==> config.mk <==
export PLATFORM = sky130hd
export DESIGN_NAME = status_flags_unit
export DESIGN_NICKNAME = d
export VERILOG_FILES = /design/src/rtl/status_flags_unit.sv
export SDC_FILE = /design/constraint.sdc
export NUM_CORES = 1
export LEC_CHECK = 0
export BUFFER_PORTS_ARGS = -buffer_cell sky130_fd_sc_hd__buf_2
export CORE_AREA = 2 2 39 41
export DETAILED_ROUTE_END_ITERATION = 10
export DIE_AREA = 0 0 41 43
export GPL_TIMING_DRIVEN = 0
export PLACE_DENSITY = 0.76
export SYNTH_ARGS = -nofsm -noshare
export SYNTH_HDL_FRONTEND = slang
export SYNTH_SLANG_ARGS = --single-unit
==> constraint.sdc <==
create_clock -name clk -period 2.1 [get_ports clk]
set_input_delay 0.42 -clock clk [delete_from_list [all_inputs] [get_ports clk]]
set_output_delay 0.42 -clock clk [all_outputs]
set_load 0.01 [all_outputs]
==> src/rtl/status_flags_unit.sv <==
// Processor status (P) register stage behind the ALU: N,Z,C,I,D,V flags, P push byte, delayed IRQ mask.
// Latency: 1 cycle from any update input to the flag outputs; p_push is combinational from the flags and brk_push.
// Backpressure: none; every input is consumed on every clock edge.
//
// Ports: clk/rst (synchronous, active-high); ALU result/carry/overflow with upd_nz/upd_c/upd_v load enables;
//        bit_en (BIT op) and plp_load take operands from mem_in; flag_op_en/flag_op execute the set/clear
//        instructions; int_set_i sets I on interrupt entry; poll_strobe samples I into irq_mask;
//        flag_* are the registered flags, p_push is the stack image, irq_mask is the effective IRQ mask.
// Optional feature: define STATUS_DECIMAL_EN to store the D flag; otherwise D reads as 0 everywhere.
module status_flags_unit #(
    parameter bit RESET_I  = 1'b1,
    parameter bit BIT5_VAL = 1'b1
) (
    input  logic       clk,
    input  logic       rst,
    input  logic [7:0] alu_res,
    input  logic       alu_cout,
    input  logic       alu_ovf,
    input  logic       upd_nz,
    input  logic       upd_c,
    input  logic       upd_v,
    input  logic       bit_en,
    input  logic [7:0] mem_in,
    input  logic       plp_load,
    input  logic       flag_op_en,
    input  logic [2:0] flag_op,
    input  logic       int_set_i,
    input  logic       brk_push,
    input  logic       poll_strobe,
    output logic       flag_c,
    output logic       flag_z,
    output logic       flag_i,
    output logic       flag_d,
    output logic       flag_v,
    output logic       flag_n,
    output logic [7:0] p_push,
    output logic       irq_mask
);

    localparam logic [2:0] OP_CLC = 3'd0;
    localparam logic [2:0] OP_SEC = 3'd1;
    localparam logic [2:0] OP_CLI = 3'd2;
    localparam logic [2:0] OP_SEI = 3'd3;
    localparam logic [2:0] OP_CLV = 3'd4;

    logic r_c, r_z, r_i, r_v, r_n, r_irq_mask;
    logic w_c_nxt, w_z_nxt, w_i_nxt, w_v_nxt, w_n_nxt;
    logic w_d;
    logic w_alu_zero;
    logic w_unused_mem;

    // Full-width zero detect; BIT and upd_nz share it.
    assign w_alu_zero = (alu_res == 8'h00);

    // Each flag is an independent priority chain, highest priority tested first.
    always_comb begin
        w_c_nxt = r_c;
        w_z_nxt = r_z;
        w_i_nxt = r_i;
        w_v_nxt = r_v;
        w_n_nxt = r_n;

        if (plp_load)                                w_c_nxt = mem_in[0];
        else if (flag_op_en && flag_op == OP_CLC)    w_c_nxt = 1'b0;
        else if (flag_op_en && flag_op == OP_SEC)    w_c_nxt = 1'b1;
        else if (upd_c)                              w_c_nxt = alu_cout;

        if (plp_load)                                w_z_nxt = mem_in[1];
        else if (bit_en || upd_nz)                   w_z_nxt = w_alu_zero;

        if (plp_load)                                w_i_nxt = mem_in[2];
        else if (int_set_i)                          w_i_nxt = 1'b1;
        else if (flag_op_en && flag_op == OP_CLI)    w_i_nxt = 1'b0;
        else if (flag_op_en && flag_op == OP_SEI)    w_i_nxt = 1'b1;

        if (plp_load)                                w_v_nxt = mem_in[6];
        else if (flag_op_en && flag_op == OP_CLV)    w_v_nxt = 1'b0;
        else if (bit_en)                             w_v_nxt = mem_in[6];
        else if (upd_v)                              w_v_nxt = alu_ovf;

        if (plp_load)                                w_n_nxt = mem_in[7];
        else if (bit_en)                             w_n_nxt = mem_in[7];
        else if (upd_nz)                             w_n_nxt = alu_res[7];
    end

    always_ff @(posedge clk) begin
        if (rst) begin
            r_c        <= 1'b0;
            r_z        <= 1'b0;
            r_i        <= RESET_I;
            r_v        <= 1'b0;
            r_n        <= 1'b0;
            r_irq_mask <= RESET_I;
        end else begin
            r_c <= w_c_nxt;
            r_z <= w_z_nxt;
            r_i <= w_i_nxt;
            r_v <= w_v_nxt;
            r_n <= w_n_nxt;
            // Pre-edge I is sampled, so a CLI/SEI/PLP only reaches the mask at the following poll.
            if (poll_strobe) r_irq_mask <= r_i;
        end
    end

`ifdef STATUS_DECIMAL_EN
    localparam logic [2:0] OP_CLD = 3'd5;
    localparam logic [2:0] OP_SED = 3'd6;

    logic r_d;
    logic w_d_nxt;

    always_comb begin
        w_d_nxt = r_d;
        if (plp_load)                                w_d_nxt = mem_in[3];
        else if (flag_op_en && flag_op == OP_CLD)    w_d_nxt = 1'b0;
        else if (flag_op_en && flag_op == OP_SED)    w_d_nxt = 1'b1;
    end

    always_ff @(posedge clk) begin
        if (rst) r_d <= 1'b0;
        else     r_d <= w_d_nxt;
    end

    assign w_d          = r_d;
    assign w_unused_mem = ^mem_in[5:4];
`else
    assign w_d          = 1'b0;
    assign w_unused_mem = ^mem_in[5:3];
`endif

    assign flag_c   = r_c;
    assign flag_z   = r_z;
    assign flag_i   = r_i;
    assign flag_d   = w_d;
    assign flag_v   = r_v;
    assign flag_n   = r_n;
    assign irq_mask = r_irq_mask;

    // Bit 4 (B) is never stored: it exists only in the pushed image.
    assign p_push = {r_n, r_v, BIT5_VAL, brk_push, w_d, r_i, r_z, r_c};

endmodule

==> flow_summary.toml <==
[placed_design]
hpwl_um = 902
port_buffers = 38
dp_slack_ns = 0.860
routabilityCongestion = 0.657

[detailed_routing]
avgRoutedWirePerCell_um = 9.62
drt_pass1_iterations = 4
wirelength_um = 1040
drt-initial-drc-count = 3
via_per_inst = 4.63
vias = 500
detail-route-antenna-nets = 0
drc = 0

[clock_network]
postCtsSetupBuffers = 0
clock-root-buffer = "clkbuf_4"
ctsHtreeMaxLevel = 1
clock_sinks = 6
postCtsHoldBufs = 0
cts_buffer_depth = 2
cts_tree = "built"
cts_resized = 0
path_clk_slew_ns = 0.04
cts_buffers = 3
clk_latency_ns = 0.24

[synth]
synth_top_cell_by_area = "dfxtp_1"
syn_inst = 50
ys_top_cells_by_area = "dfxtp_1, buf_4, mux2i_1, nand3b_1, nor3_2"
synth_cell_type_count = 24
avgSynthCellArea_um2 = 9.01
yosysWarnings = 0
netlist.area_leader.share = 0.267
syn_area_um2 = 450
ys_ff_latch = 6
ys_seq_area_frac = 0.267

[sta]
report.final.slew_viol_count = 0
rsz0062_at_grt = "false"
fin_crit_ns = 1.26
fin_ws_ns = 0.836
post-route-period-util = 0.602
finClkSkew_ns = 0.00000860
tns_ns = 0
fmax_ghz = 0.791
hold_violations = 0
setup_viol = 0

[worst_setup_path]
reg2reg_to = "flag_c"
critical-path-top-delay-family = "flip-flops"
cp_cell_sequence = "buf_4 > buf_2"
worst-setup-path-type = "reg2out"
slowest_delay_ns = 0.37
r2r_slack_ns = 1.19
r2r_cells = 3
setup.worst_path.end_class = "output port"
crit_slowest_cell = "dfxtp_1"
crit_fanout = 4
reg2reg_from = "flag_c"
cp.required_ns = 1.68
critPathArrivalTime_ns = 0.84
cp_num_buf_inv = 2
critPathLaunchType = "flop"

[die]
io_pins = 47
core_um2 = 1380
initial_core_util = 0.325
rows = 14
die_h_um = 43
die-area_um2 = 1760
die_w_um = 41

[min_path]
hold_path_startpoint = "poll_strobe"
hold_path.class = "in2reg"
hold_end = "irq_mask"
hold_depth = 2

[pwr]
switching_share = 0.267
peakVddDrop_v = 0.000359
intPower_mw = 0.244
finalPower_mw = 0.333
powerDensity_nw_per_um2 = 484
switching_power_mw = 0.0888
p_comb_frac = 0.301
power_leakage_nw = 0.346
power.share.clock = 0.317
pwr-share-seq = 0.382

[layout]
drive_gt1_frac = 0.609
utilization = 0.496
layout.nets = 126
n_antenna_cell = 0
syn2layout_area_growth_pct = 52.5

[global_routing]
grt_max_degree = 11
overflow = 0
grt_pass1_vias = 445
grt_util_all_layers = 0.141
grt_pass1_wl_um = 1640
antenna_found_initial = 0

[outcome]
status = "finished clean"

[flow_run]
max-cap-violations = 0
## worst max-delay path by stage
stage | start | cells after the start | to
2_1_floorplan | plp_load | 4 | flag_v
3_3_place_gp | plp_load | 5 | flag_v
3_5_place_dp | plp_load | 5 | flag_v
4_1_cts | flag_i | 2 | p_push[2]
5_1_grt | flag_i | 2 | p_push[2]
6_report | flag_i | 2 | p_push[2]
## layout by cell type, fill, tap and decap left out
master	n
nor3_2	2
buf_2	38
nor4_1	1
nor3b_2	1
clkbuf_1	1
a21oi_1	3
dfxtp_1	6
nor4_2	1
a211oi_1	2
conb_1	3
nor2b_1	1
o31ai_1	2
buf_4	9
a211o_1	1
clkbuf_4	3
nor3_1	1
nand4bb_1	1
mux2_1	1
nand3_1	1
buf_6	1
nor2_1	3
nor3b_1	1
mux2i_1	4
nor4b_1	1
nand3b_1	3
or2_2	1
## stage by stage
stage	hold slack [ns]	std cells	instance area (um2)
finish	0.409	108	687
global route	0.415	108	687
CTS	0.402	108	687
detailed placement	0.537	105	664
global placement	0.529	105	664
floorplan	0.542	51	454
## worst reg2reg max path: stages, from the launching register on
cell and delay, ns:
dfxtp_1 0.31, mux2_1 0.28, mux2i_1 0.13, o31ai_1 0.08
## Yosys cell counts
library cell  instances
clkbuf_1              1
conb_1                2
mux2_1                1
or2_2                 1
nor2_1                3
nand3b_1              3
a211o_1               1
buf_6                 1
nor3b_2               1
nor3_2                2
nor4_1                1
buf_4                 9
nand3_1               1
nor3_1                1
o31ai_1               2
mux2i_1               4
nor2b_1               1
nand4bb_1             1
dfxtp_1               6
nor4b_1               1
nor3b_1               1
nor4_2                1
a21oi_1               3
a211oi_1              2
## logic make-up (layout without fill, tap and decap cells)
group                  Yosys count  after routing  share of synthesized area
other                            2              3                     0.0167
buffers and inverters           11             52                      0.183
AOI/OAI and AO/OA                8              8                      0.119
and+or+nand+nor                 18             18                      0.300
DFF                              6              6                      0.267
muxes                            5              5                      0.114
## registers in the layout (all words and copies together), names as in the netlist
signal    count
flag_i        1
flag_z        1
flag_n        1
flag_v        1
irq_mask      1
flag_c        1
## power groups by stage
stage / logic (mW) / registers (mW) / clock network [mW]
global placement: 0.0992 / 0.129 / 0
global route: 0.111 / 0.128 / 0.116
floorplan: 0.0499 / 0.133 / 0
detailed placement: 0.101 / 0.129 / 0
CTS: 0.101 / 0.127 / 0.110
finish: 0.100 / 0.127 / 0.105
## final cells by class
cell class	count	area, um2
multi-input cells	34	251
repair buffers	38	190
fillers	147	697
plain buffers	11	82.6
flip-flops and latches	6	120
well taps	16	20.0
clock buffers	3	22.5
## per-layer routing
layer / global-route usage / routed length [um] / vias up
met5: 0 / 0 / -
met4: 0.0800 / 19 / 0
met3: 0.0681 / 95 / 2
met2: 0.234 / 546 / 19
met1: 0.130 / 378 / 223
li1: - / - / 256
No activity file was read; power rests on OpenSTA's default activity.
